<file path="src/rtl/mac_accumulator.sv">
// Saturating multiply-accumulate back end: sums K signed products per frame
// and presents the clamped frame sum on a held valid/ready output.
module mac_accumulator #(
    parameter int unsigned N     = 5,
    parameter int unsigned K     = 4,
    parameter int unsigned ACC_W = 12
) (
    input  logic                       clk,
    input  logic                       rst,
    input  logic                       in_valid,
    output logic                       in_ready,
    input  logic [2*N-1:0]             product,
    output logic                       out_valid,
    input  logic                       out_ready,
    output logic [ACC_W-1:0]           result,
    output logic                       ovf,
    output logic [$clog2(K+1)-1:0]     count
);

    localparam int unsigned PROD_W = 2 * N;
    localparam int unsigned SUM_W  = ACC_W + 1;
    localparam int unsigned CNT_W  = $clog2(K + 1);

    localparam logic [ACC_W-1:0] ACC_MAX = {1'b0, {(ACC_W-1){1'b1}}};
    localparam logic [ACC_W-1:0] ACC_MIN = {1'b1, {(ACC_W-1){1'b0}}};
    localparam logic [CNT_W-1:0] LAST    = CNT_W'(K - 1);

    typedef enum logic [0:0] {
        S_ACC  = 1'b0,
        S_HOLD = 1'b1
    } state_t;

    state_t             state_q, state_d;
    logic [ACC_W-1:0]   acc_q, acc_d;
    logic [ACC_W-1:0]   result_q, result_d;
    logic               ovf_q, ovf_d;
    logic [CNT_W-1:0]   count_q, count_d;

    logic               accept;
    logic               first;
    logic [SUM_W-1:0]   p_ext;
    logic [SUM_W-1:0]   acc_ext;
    logic [SUM_W-1:0]   sum;
    logic               pos_sat;
    logic               neg_sat;
    logic [ACC_W-1:0]   sat_val;

    // One guard bit above ACC_W is enough: both addends fit in ACC_W bits.
    always_comb begin
        first   = (count_q == '0);
        p_ext   = {{(SUM_W-PROD_W){product[PROD_W-1]}}, product};
        acc_ext = {acc_q[ACC_W-1], acc_q};
        sum     = first ? p_ext : (acc_ext + p_ext);
        pos_sat = ~sum[SUM_W-1] &  sum[SUM_W-2];
        neg_sat =  sum[SUM_W-1] & ~sum[SUM_W-2];
        if (pos_sat) begin
            sat_val = ACC_MAX;
        end else if (neg_sat) begin
            sat_val = ACC_MIN;
        end else begin
            sat_val = sum[ACC_W-1:0];
        end
    end

    // Next-state and datapath update.
    always_comb begin
        state_d  = state_q;
        acc_d    = acc_q;
        result_d = result_q;
        ovf_d    = ovf_q;
        count_d  = count_q;
        accept   = 1'b0;

        case (state_q)
            S_ACC: begin
                accept = in_valid;
                if (accept) begin
                    acc_d = sat_val;
                    ovf_d = (first ? 1'b0 : ovf_q) | pos_sat | neg_sat;
                    if (count_q == LAST) begin
                        count_d  = '0;
                        result_d = sat_val;
                        state_d  = S_HOLD;
                    end else begin
                        count_d = count_q + CNT_W'(1);
                    end
                end
            end
            S_HOLD: begin
                if (out_ready) begin
                    state_d = S_ACC;
                end
            end
            default: begin
                state_d = S_ACC;
            end
        endcase
    end

    // State register.
    always_ff @(posedge clk) begin
        if (rst) begin
            state_q <= S_ACC;
        end else begin
            state_q <= state_d;
        end
    end

    // Datapath registers.
    always_ff @(posedge clk) begin
        if (rst) begin
            acc_q    <= '0;
            result_q <= '0;
            ovf_q    <= 1'b0;
            count_q  <= '0;
        end else begin
            acc_q    <= acc_d;
            result_q <= result_d;
            ovf_q    <= ovf_d;
            count_q  <= count_d;
        end
    end

    assign in_ready  = (state_q == S_ACC);
    assign out_valid = (state_q == S_HOLD);
    assign result    = result_q;
    assign ovf       = ovf_q;
    assign count     = count_q;

endmodule

</file>
<file path="config.mk">
export PLATFORM = sky130hd
export DESIGN_NAME = mac_accumulator
export DESIGN_NICKNAME = d
export VERILOG_FILES = /design/src/rtl/mac_accumulator.sv
export SDC_FILE = /design/constraint.sdc
export NUM_CORES = 1
export LEC_CHECK = 0
export CAP_MARGIN = 20
export CORE_AREA = 8 8 73 75
export DETAILED_ROUTE_END_ITERATION = 12
export DIE_AREA = 0 0 81 83
export GPL_ROUTABILITY_DRIVEN = 1
export PLACE_DENSITY_LB_ADDON = 0.12
export SYNTH_ARGS = -nofsm -noshare
export SYNTH_HDL_FRONTEND = slang
export SYNTH_SLANG_ARGS = --single-unit
</file>
<file path="constraint.sdc">
create_clock -name clk -period 2.5 [get_ports clk]
set_input_delay 0.5 -clock clk [delete_from_list [all_inputs] [get_ports clk]]
set_output_delay 0.5 -clock clk [all_outputs]
set_load 0.05 [all_outputs]
</file>
==> results.sh <==
export IMPL_path_common_cell="buf_4"
export IMPL_synth_seq_area_share=0.304
export IMPL_die_width_um=81
export IMPL_critical_path_top_delay_family="compound AO/OA/AOI/OAI gates"
export IMPL_place_area_mm2=0.00260
export IMPL_grt_max_degree=25
export IMPL_synthAdderAreaFrac=0.102
export IMPL_start_util=0.455
export IMPL_place_port_buffers=31
export IMPL_final_setup_tns_ns=0
export IMPL_end_kind="flip-flop"
export IMPL_ios=32
export IMPL_synth_cell_types=40
export IMPL_rrSetupSlack_ns=0.24
export IMPL_area_growth_pct=56.4
export IMPL_final_antenna_net_count=0
export IMPL_status="complete, no violations"
export IMPL_grt_pass1_vias=1978
export IMPL_finalNonFillerCells=367
export IMPL_fin_nets=343
export IMPL_fin_util=0.711
export IMPL_grt_first_pass_wirelength_um=9270
export IMPL_cts_tree="yes"
export IMPL_timing_final_crit_share=0.961
export IMPL_cpPeakStageDelay_ns=0.41
export IMPL_worstPathArrival_ns=2.60
export IMPL_cts_max_level=2
export IMPL_startpoint_type="primary input"
export IMPL_dp_slack_ns=-0.552
export IMPL_via_count=2021
export IMPL_cts_root_buffer="clkbuf_8"
export IMPL_rsz0062_at_grt="yes"
export IMPL_yosys_area_share_simple=0.201
export IMPL_hold_path_class="reg -> reg"
export IMPL_synth_edff_count=0
export IMPL_slowest_stage="fa_2"
export IMPL_die_h_um=83
export IMPL_clock_latency_ns=0.28
export IMPL_dp_hpwl_um=4090
export IMPL_synth_warnings=0
export IMPL_post_drt_via_cell_ratio=5.51
export IMPL_place_gp_congestion=0.879
export IMPL_hold_violations=0
export IMPL_p_per_area_mw_per_mm2=578
export IMPL_worst_slack_ns=0.0970
export IMPL_slew_violations=0
export IMPL_antenna_cells=0
export IMPL_cts_made_buffers=5
export IMPL_cts_buffer_depth=2
export IMPL_rows=24
export IMPL_holdWs_ns=0.466
export IMPL_async_reset_ff_frac=0
export IMPL_syn_nets=265
export IMPL_finalSetupViolations=0
export IMPL_drive_gt1_frac=0.292
export IMPL_leakage_nw=1.22
export IMPL_layout_commonest_cell="buf_4"
export IMPL_die_area_mm2=0.00672
export IMPL_synth_compound_area_frac=0.294
export IMPL_firstDrtPassIters=4
export IMPL_syn_mean_instance_area_um2=8.10
export IMPL_overflow=0
export IMPL_max_slew_margin=0.549
export IMPL_critPathKind="in -> reg"
export IMPL_wirelength_um=5670
export IMPL_ys_flop_type="dfxtp_1"
export IMPL_core_area_mm2=0.00420
export IMPL_ir_drop_mv=0.444
export IMPL_final_fill_count=316
export IMPL_crit_chain="dlygate4sd2_1 > buf_4 > fa_2 > a21oi_4 > buf_4 > o211ai_1 > o41ai_2 > xnor2_1 > nand3_1 > a41oi_1"
export IMPL_syn_cell_area_mm2=0.00191
export IMPL_wl_per_cell_um=15.4
export IMPL_synthMuxAreaShare=0.0223
export IMPL_clk_pin_slew_worst_paths_ns=0.06
export IMPL_drc=0
export IMPL_critPathRequiredTime_ns=2.70
export IMPL_cp_num_buf_inv=3
export IMPL_postLayoutCellArea_mm2=0.00299
export IMPL_antenna_found_initial=0
export IMPL_period_needed_ns=2.40
export IMPL_p_total_mw=1.73
export IMPL_cap_viol_max_count=0
export IMPL_synthCells=236
export IMPL_synth_ff_latch_count=29
export IMPL_drt_iter0_drc=115
export IMPL_grtUsageTotal=0.168
export IMPL_fin_skew_ns=0.00705
export IMPL_fmax_mhz=416
export IMPL_layout_common_cells="51 x buf_4, 35 x nand2_1, 29 x dfxtp_1"
export IMPL_synth_xor_area_frac=0.0366
export IMPL_place_inst=351
export IMPL_holdBufCountCts=0
export IMPL_worst_pin_slew_ns=0.675
export IMPL_synth_top_family_by_area="compound AO/OA/AOI/OAI gates"
export IMPL_clock_sinks=29
export IMPL_cp_max_fo=2
[cell families after synthesis]
kind of cell | Yosys count
flops | 29
mux | 3
xor+xnor | 8
simple gates | 85
compound gates | 76
buf+inv | 20
fa+ha+maj | 15
[sequential cells by signal (all words and copies together) (netlist names)]
name       cells
ovf            1
acc_q         12
result        12
out_valid      1
count          3
[final timing paths]
path | cells after the start | end | from
hold / removal | 2 | ovf | ovf
setup reg to reg | 7 | acc_q[6] | acc_q[1]
setup / recovery | 10 | result[8] | product[1]
hold reg to reg | 2 | ovf | ovf
[tightest hold or removal path: stages (launching register included)]
cell	delay, ns
dfxtp_1	0.33
nand2_1	0.05
o21ai_0	0.06
[layer usage]
layer,up-vias,share of wire,wire length (um),global-route usage
li1,1032,-,-,-
met1,935,0.42,2370,0.197
met2,44,0.52,2940,0.289
met3,10,0.047,264,0.0420
met4,0,0.017,97,0.0455
met5,-,0,0,0
[report_power, final]
group	internal [mW]	switching, mW
clock network	0.324	0.174
logic	0.339	0.367
registers	0.493	0.0300
total	1.16	0.571
[cell type report]
| cell class | count | area, um^2 | area share |
|---|---|---|---|
| Timing Repair Buffer | 84 | 704 | 0.236 |
| Inverter | 7 | 26.3 | 0.00879 |
| Clock buffer | 7 | 86.3 | 0.0289 |
| Tap cell | 52 | 65.1 | 0.0218 |
| Sequential cell | 29 | 581 | 0.194 |
| Clock inverter | 1 | 30.0 | 0.0100 |
| Multi-Input combinational cell | 187 | 1500 | 0.501 |
[what timing repair did]
item,4_1_cts,5_1_grt
gates cloned,2,0
setup endpoints to repair,24,22
gates resized for setup,36,11
pin swaps,24,11
setup buffers,6,0
[synth_stat cells, drive strengths merged, types with 2 or more instances]
| master | instances | area, um^2 |
|---|---|---|
| a2111oi | 2 | 23.8 |
| a211oi | 3 | 22.5 |
| a21o | 3 | 22.5 |
| a21oi | 13 | 65.1 |
| a311oi | 16 | 140 |
| a31oi | 4 | 25.0 |
| a41oi | 4 | 35.0 |
| and2 | 2 | 12.5 |
| and4 | 2 | 17.5 |
| buf | 2 | 10.0 |
| clkbuf | 11 | 41.3 |
| dfxtp | 29 | 581 |
| ha | 14 | 175 |
| inv | 7 | 26.3 |
| mux2i | 3 | 42.5 |
| nand2 | 35 | 131 |
| nand2b | 3 | 18.8 |
| nand3 | 10 | 50.1 |
| nor2 | 23 | 86.3 |
| nor2b | 3 | 18.8 |
| nor3 | 3 | 15.0 |
| o2111ai | 2 | 17.5 |
| o211ai | 4 | 30.0 |
| o21ai | 10 | 50.1 |
| o21bai | 8 | 60.1 |
| o31ai | 2 | 15.0 |
| xnor2 | 7 | 61.3 |
Note: power is estimated with default switching activity, not from simulation.
